$ cat config.mk
export PLATFORM = sky130hd
export DESIGN_NAME = ul_n_seq_flat
export DESIGN_NICKNAME = d
export VERILOG_FILES = /design/src/rtl/ul_n_seq_if.sv /design/src/rtl/ul_n_seq.sv /design/src/flat_wrapper.sv
export SDC_FILE = /design/constraint.sdc
export NUM_CORES = 1
export LEC_CHECK = 0
export CAP_MARGIN = 20
export CELL_PAD_IN_SITES_DETAIL_PLACEMENT = 0
export CELL_PAD_IN_SITES_GLOBAL_PLACEMENT = 1
export CORE_UTILIZATION = 30
export CTS_CLUSTER_SIZE = 20
export DETAILED_ROUTE_END_ITERATION = 8
export PLACE_DENSITY = 0.72
export RECOVER_POWER = 25
export SLEW_MARGIN = 15
export SYNTH_ARGS = -nofsm -noshare
export SYNTH_HDL_FRONTEND = slang
export SYNTH_SLANG_ARGS = --single-unit
$ cat constraint.sdc
create_clock -name clk -period 4.3 [get_ports clk]
set_clock_uncertainty 0.05 [all_clocks]
set_input_delay 0.645 -clock clk [delete_from_list [all_inputs] [get_ports clk]]
set_output_delay 0.645 -clock clk [all_outputs]
set_load 0.005 [all_outputs]
$ cat src/rtl/ul_n_seq_if.sv
// Start/busy/done bus for ul_n_seq; the acc request bit exists only when UL_N_SEQ_ACC_EN is defined.
// Handshake: the master raises start with op/a/b (and acc) valid; the slave samples them on a rising
// edge only while busy=0, and pulses done for one cycle when out and the flags have been updated.
interface ul_n_seq_if #(
  parameter int WIDTH = 8
);
  logic             start;
  logic [2:0]       op;
  logic [WIDTH-1:0] a;
  logic [WIDTH-1:0] b;
`ifdef UL_N_SEQ_ACC_EN
  logic             acc;
`endif
  logic             busy;
  logic             done;
  logic [WIDTH-1:0] out;
  logic             zero;
  logic             neg;
  logic             carry;
  logic             ovf;

  modport master (
`ifdef UL_N_SEQ_ACC_EN
    output acc,
`endif
    output start, op, a, b,
    input  busy, done, out, zero, neg, carry, ovf
  );

  modport slave (
`ifdef UL_N_SEQ_ACC_EN
    input  acc,
`endif
    input  start, op, a, b,
    output busy, done, out, zero, neg, carry, ovf
  );
endinterface

$ cat src/rtl/ul_n_seq.sv
// Registered WIDTH-bit logic/arithmetic/shift unit: single-cycle logic/add/sub, iterative SHL/ROR.
// Optional macro UL_N_SEQ_ACC_EN adds acc chaining (operand a replaced by the current out register).
module ul_n_seq #(
  parameter int WIDTH = 8
) (
  input  logic       clk,
  input  logic       reset_n,
  ul_n_seq_if.slave  bus,
  output logic       o_dbg_state
);
  localparam int CW = $clog2(WIDTH);

  typedef enum logic {S_IDLE = 1'b0, S_SHIFT = 1'b1} state_t;

  state_t           r_state, w_state_nxt;
  logic [CW-1:0]    r_count, w_count_nxt;
  logic [WIDTH-1:0] r_work, w_work_nxt;
  logic             r_rot, w_rot_nxt;
  logic [WIDTH-1:0] r_out, w_out_nxt;
  logic             r_zero, w_zero_nxt;
  logic             r_neg, w_neg_nxt;
  logic             r_carry, w_carry_nxt;
  logic             r_ovf, w_ovf_nxt;
  logic             r_busy, w_busy_nxt;
  logic             r_done, w_done_nxt;

  logic [WIDTH-1:0] w_opa;
  logic [WIDTH:0]   w_sum;
  logic [WIDTH:0]   w_diff;
  logic [CW-1:0]    w_cnt_in;
  logic [WIDTH-1:0] w_step;
  logic             w_step_out;
  logic [WIDTH-1:0] w_res;
  logic             w_res_c;
  logic             w_res_v;
  logic             w_fin;

`ifdef UL_N_SEQ_ACC_EN
  assign w_opa = bus.acc ? r_out : bus.a;
`else
  assign w_opa = bus.a;
`endif

  // SUB as a + ~b + 1 so the top bit is the no-borrow flag directly.
  assign w_sum    = {1'b0, w_opa} + {1'b0, bus.b};
  assign w_diff   = {1'b0, w_opa} + {1'b0, ~bus.b} + (WIDTH+1)'(1);
  assign w_cnt_in = bus.b[CW-1:0];

  assign w_step     = r_rot ? {r_work[0], r_work[WIDTH-1:1]} : {r_work[WIDTH-2:0], 1'b0};
  assign w_step_out = r_rot ? r_work[0] : r_work[WIDTH-1];

  always_comb begin
    w_state_nxt = r_state;
    w_count_nxt = r_count;
    w_work_nxt  = r_work;
    w_rot_nxt   = r_rot;
    w_out_nxt   = r_out;
    w_zero_nxt  = r_zero;
    w_neg_nxt   = r_neg;
    w_carry_nxt = r_carry;
    w_ovf_nxt   = r_ovf;
    w_busy_nxt  = r_busy;
    w_done_nxt  = 1'b0;
    w_res       = '0;
    w_res_c     = 1'b0;
    w_res_v     = 1'b0;
    w_fin       = 1'b0;

    unique case (r_state)
      S_IDLE: begin
        if (bus.start) begin
          w_fin = 1'b1;
          unique case (bus.op)
            3'b000: w_res = w_opa & bus.b;
            3'b001: w_res = w_opa | bus.b;
            3'b010: w_res = w_opa ^ bus.b;
            3'b011: w_res = ~w_opa;
            3'b100: begin
              w_res   = w_sum[WIDTH-1:0];
              w_res_c = w_sum[WIDTH];
              w_res_v = (w_opa[WIDTH-1] == bus.b[WIDTH-1]) &&
                        (w_sum[WIDTH-1] != w_opa[WIDTH-1]);
            end
            3'b101: begin
              w_res   = w_diff[WIDTH-1:0];
              w_res_c = w_diff[WIDTH];
              w_res_v = (w_opa[WIDTH-1] != bus.b[WIDTH-1]) &&
                        (w_diff[WIDTH-1] != w_opa[WIDTH-1]);
            end
            default: begin
              // Shift/rotate by zero completes immediately with out = a.
              w_res = w_opa;
              if (w_cnt_in != '0) begin
                w_fin       = 1'b0;
                w_work_nxt  = w_opa;
                w_count_nxt = w_cnt_in;
                w_rot_nxt   = bus.op[0];
                w_busy_nxt  = 1'b1;
                w_state_nxt = S_SHIFT;
              end
            end
          endcase
        end
        if (w_fin) begin
          w_out_nxt   = w_res;
          w_zero_nxt  = (w_res == '0);
          w_neg_nxt   = w_res[WIDTH-1];
          w_carry_nxt = w_res_c;
          w_ovf_nxt   = w_res_v;
          w_done_nxt  = 1'b1;
        end
      end

      S_SHIFT: begin
        w_work_nxt  = w_step;
        w_carry_nxt = w_step_out;
        w_count_nxt = r_count - CW'(1);
        if (r_count == CW'(1)) begin
          w_out_nxt   = w_step;
          w_zero_nxt  = (w_step == '0);
          w_neg_nxt   = w_step[WIDTH-1];
          w_ovf_nxt   = 1'b0;
          w_done_nxt  = 1'b1;
          w_busy_nxt  = 1'b0;
          w_state_nxt = S_IDLE;
        end
      end

      default: w_state_nxt = S_IDLE;
    endcase
  end

  always_ff @(posedge clk or negedge reset_n) begin
    if (!reset_n) begin
      r_state <= S_IDLE;
      r_count <= '0;
      r_work  <= '0;
      r_rot   <= 1'b0;
      r_out   <= '0;
      r_zero  <= 1'b0;
      r_neg   <= 1'b0;
      r_carry <= 1'b0;
      r_ovf   <= 1'b0;
      r_busy  <= 1'b0;
      r_done  <= 1'b0;
    end else begin
      r_state <= w_state_nxt;
      r_count <= w_count_nxt;
      r_work  <= w_work_nxt;
      r_rot   <= w_rot_nxt;
      r_out   <= w_out_nxt;
      r_zero  <= w_zero_nxt;
      r_neg   <= w_neg_nxt;
      r_carry <= w_carry_nxt;
      r_ovf   <= w_ovf_nxt;
      r_busy  <= w_busy_nxt;
      r_done  <= w_done_nxt;
    end
  end

  assign bus.busy    = r_busy;
  assign bus.done    = r_done;
  assign bus.out     = r_out;
  assign bus.zero    = r_zero;
  assign bus.neg     = r_neg;
  assign bus.carry   = r_carry;
  assign bus.ovf     = r_ovf;
  assign o_dbg_state = r_state;
endmodule

$ cat src/flat_wrapper.sv
// flat-port wrapper written by rule: the top's interface ports become plain ports
module ul_n_seq_flat 
#(
  parameter int WIDTH = 8
)
  (clk, reset_n, o_dbg_state, bus_start, bus_op, bus_a, bus_b, bus_busy, bus_done, bus_out, bus_zero, bus_neg, bus_carry, bus_ovf);
  ul_n_seq_if #(.WIDTH(WIDTH)) bus_i ();
  input  logic clk;
  input  logic reset_n;
  output logic o_dbg_state;
  input wire logic [$bits(bus_i.start)-1:0] bus_start;
  input wire logic [$bits(bus_i.op)-1:0] bus_op;
  input wire logic [$bits(bus_i.a)-1:0] bus_a;
  input wire logic [$bits(bus_i.b)-1:0] bus_b;
  output wire logic [$bits(bus_i.busy)-1:0] bus_busy;
  output wire logic [$bits(bus_i.done)-1:0] bus_done;
  output wire logic [$bits(bus_i.out)-1:0] bus_out;
  output wire logic [$bits(bus_i.zero)-1:0] bus_zero;
  output wire logic [$bits(bus_i.neg)-1:0] bus_neg;
  output wire logic [$bits(bus_i.carry)-1:0] bus_carry;
  output wire logic [$bits(bus_i.ovf)-1:0] bus_ovf;
  assign bus_i.start = bus_start;
  assign bus_i.op = bus_op;
  assign bus_i.a = bus_a;
  assign bus_i.b = bus_b;
  assign bus_busy = bus_i.busy;
  assign bus_done = bus_i.done;
  assign bus_out = bus_i.out;
  assign bus_zero = bus_i.zero;
  assign bus_neg = bus_i.neg;
  assign bus_carry = bus_i.carry;
  assign bus_ovf = bus_i.ovf;
  ul_n_seq #(.WIDTH(WIDTH)) u_core (.clk(clk), .reset_n(reset_n), .bus(bus_i), .o_dbg_state(o_dbg_state));
endmodule
==> results.json <==
{
  "intPower_uw": 843.6,
  "worstPathRequired_ns": 4.42,
  "finalCriticalPeriod_ns": 3.416,
  "synth-seq-cells": 26,
  "hold_viol": 0,
  "grt_overflow_total": 0,
  "seq_power_share": 0.333,
  "criticalPathCategory": "primary input to register",
  "dr.first_iter.drc_count": 149,
  "path_delay_family": "compound AO/OA/AOI/OAI gates",
  "fin_crit_sh": 0.7943,
  "place_inst": 468,
  "start_kind": "primary input",
  "antenna_left": 0,
  "synth-async-reset-ratio": 1.000,
  "switching_power_uw": 537.1,
  "crit_start": "bus_b[0]",
  "cts_setup_buffers": 0,
  "synth_ff_type": "dfrtp_1",
  "rr_startpoint": "u_core.r_rot",
  "clk_path_buf_depth": 2,
  "slowest_stage": "a2111oi_1",
  "drt-wirelength-per-cell_um": 15.19,
  "clk_latency_ns": 0.27,
  "ir_worst_vdd_mv": 0.1638,
  "cts_root_buf": "clkbuf_8",
  "cts_tree": "yes",
  "dr.pass1.iters": 5,
  "die_height_um": 97.18,
  "fin_cells": 472,
  "setup_viol": 0,
  "slowest_delay_ns": 0.65,
  "grt_max_degree": 47,
  "fp.coreArea_mm2": 0.008763,
  "path_cells": "clkdlybuf4s50_1, ha_1, fa_1, a21oi_1, o22ai_1, a2111oi_1, o22ai_1, nor2_1, o211ai_1, o21a_1",
  "path_clk_slew_ns": 0.09,
  "syn_area_mm2": 0.002718,
  "io_buffers": 36,
  "htreeDepth": 1,
  "routed_via_density": 5.299,
  "die_area_mm2": 0.009443,
  "relSlewSlack": 0.4766,
  "grt_pass1_vias": 2350,
  "synthCells": 339,
  "globalRouteTotalUtil": 0.1538,
  "clock_power_share": 0.145,
  "final_common_cell": "clkdlybuf4s50_1",
  "area_growth_pct": 18.83,
  "rows": 34,
  "hold-worst-slack_ns": 0.4384,
  "globalplace.congestion": 0.9112,
  "hp-start": "u_core.bus.out[2]",
  "routed_wl_mm": 7.170,
  "antennaDiodeCount": 0,
  "clock.fmax_mhz": 292.8,
  "critPathMaxFanout": 4,
  "yosysSeqAreaShare": 0.2394,
  "synth.distinct_cells": 59,
  "synth_nets": 389,
  "crit_path_frequent_cell": "o22ai_1",
  "antenna_found_initial": 0,
  "status": "finished, final reports clean",
  "power.density_mw_per_mm2": 427.5,
  "worstMarginPinSlew_ns": 0.7825,
  "ys_warn_count": 0,
  "drcViolationCount": 0,
  "io_pins": 37,
  "path_buf_inv": 1,
  "maxSlewViolCount": 0,
  "p_comb_frac": 0.522,
  "cts_buffers": 3,
  "cts_resized": 0,
  "worst_setup_path_end_kind": "register",
  "layout-drive-gt1-share": 0.07143,
  "nNetsFinal": 415,
  "p_leak_uw": 0.001376,
  "fin_setup_tns_ns": 0,
  "die_w_um": 97.18,
  "syn_area_per_cell_um2": 8.017,
  "num-fill-cells": 925,
  "min_path_type": "register to register",
  "post-dp-hpwl_mm": 5.514,
  "cts.sinks": 26,
  "initial_core_util": 0.3101,
  "rsz0062_at_grt": "no",
  "max-cap-violations": 0,
  "synth_edf_count": 0,
  "final_cell_mix": "clkdlybuf4s50_1, nor2_1, a21oi_1",
  "arrival_ns": 3.53,
  "grt_pass1_wl_mm": 11.96,
  "holdBufCountCts": 0,
  "p_sw_frac": 0.3890,
  "vias": 2501
}
[metal layers]
metal,vias up,part of all wire,global-route usage
met5,-,0,0
met4,0,0.016,0.04248
met3,10,0.050,0.01295
met2,84,0.45,0.2449
met1,1146,0.48,0.2219
li1,1261,-,-
[flip-flops by register name, summed over array words and instances, names as in the netlist]
name and count:
u_core.bus.neg 1, u_core.bus.zero 1, u_core.r_work 8, u_core.r_rot 1
u_core.bus.out 7, u_core.o_dbg_state 1, u_core.bus.done 1, u_core.r_count 3
u_core.bus.busy 1, u_core.bus.ovf 1, u_core.bus.carry 1
[final timing paths]
check	slack, ns	cells after the start	endpoint
worst min-delay path	0.44	1	u_core.bus.out[2]
worst max-delay path	0.88	10	u_core.bus.out[6]
max in group asynchronous	2.72	2	u_core.bus.carry
min in group asynchronous	0.85	1	u_core.r_count[2]
worst max register to register	2.43	6	u_core.bus.zero
worst min register to register	0.44	1	u_core.bus.out[2]
[Yosys cell counts (4+ instances only)]
master,instances,area share
a211oi_1,7,0.019
a21o_1,6,0.017
a21oi_1,34,0.063
a31oi_1,4,0.0092
buf_2,8,0.015
clkbuf_1,10,0.014
dfrtp_1,26,0.24
ha_1,26,0.12
inv_1,24,0.033
mux2_2,5,0.021
mux2i_1,7,0.026
nand2_1,24,0.033
nand2b_1,7,0.016
nand3_1,8,0.015
nand4_1,5,0.012
nor2_1,34,0.047
nor2b_1,6,0.014
nor3_1,4,0.0074
o211ai_1,4,0.011
o21a_1,7,0.019
o21ai_0,5,0.0092
o21ai_1,14,0.026
xnor2_1,6,0.019
[per-stage QoR]
step | setup slack [ns] | utilization | power, uW | cell area (um2)
after CTS | 0.9722 | 0.3685 | 1385 | 3229
after global routing | 0.7739 | 0.3685 | 1504 | 3229
after global placement | 0.6491 | 0.3604 | 1173 | 3158
after floorplan | 1.679 | - | 921.9 | 2718
after detailed placement | 0.6905 | 0.3604 | 1182 | 3158
final | 0.8845 | 0.3685 | 1381 | 3229
[area by class of cell]
class / instances / area (um2) / share of cell area
inverter: 27 / 101.3 / 0.03138
clock buffer: 3 / 41.29 / 0.01279
timing repair buffer: 43 / 412.9 / 0.1279
clock inverter: 1 / 30.03 / 0.009299
sequential: 26 / 650.6 / 0.2015
multi-input combinational: 264 / 1858 / 0.5754
tap: 108 / 135.1 / 0.04184
[power by group through the flow]
| stage | Clock [uW] | Combinational (uW) | Sequential, uW |
|---|---|---|---|
| finish | 200 | 721 | 459 |
| global route | 221 | 805 | 478 |
| CTS | 206 | 723 | 456 |
| detailed placement | 0 | 721 | 461 |
| global placement | 0 | 714 | 459 |
| floorplan | 0 | 490 | 432 |
[logic make-up after synthesis]
family	count (synthesis)	share of synthesized area
mux	15	0.07136
xor+xnor	7	0.02256
simple gates	103	0.1832
compound gates	111	0.2721
buf+inv	49	0.07689
fa+ha+maj	28	0.1344
flops	26	0.2394
Power figures use the tool's default switching activity.
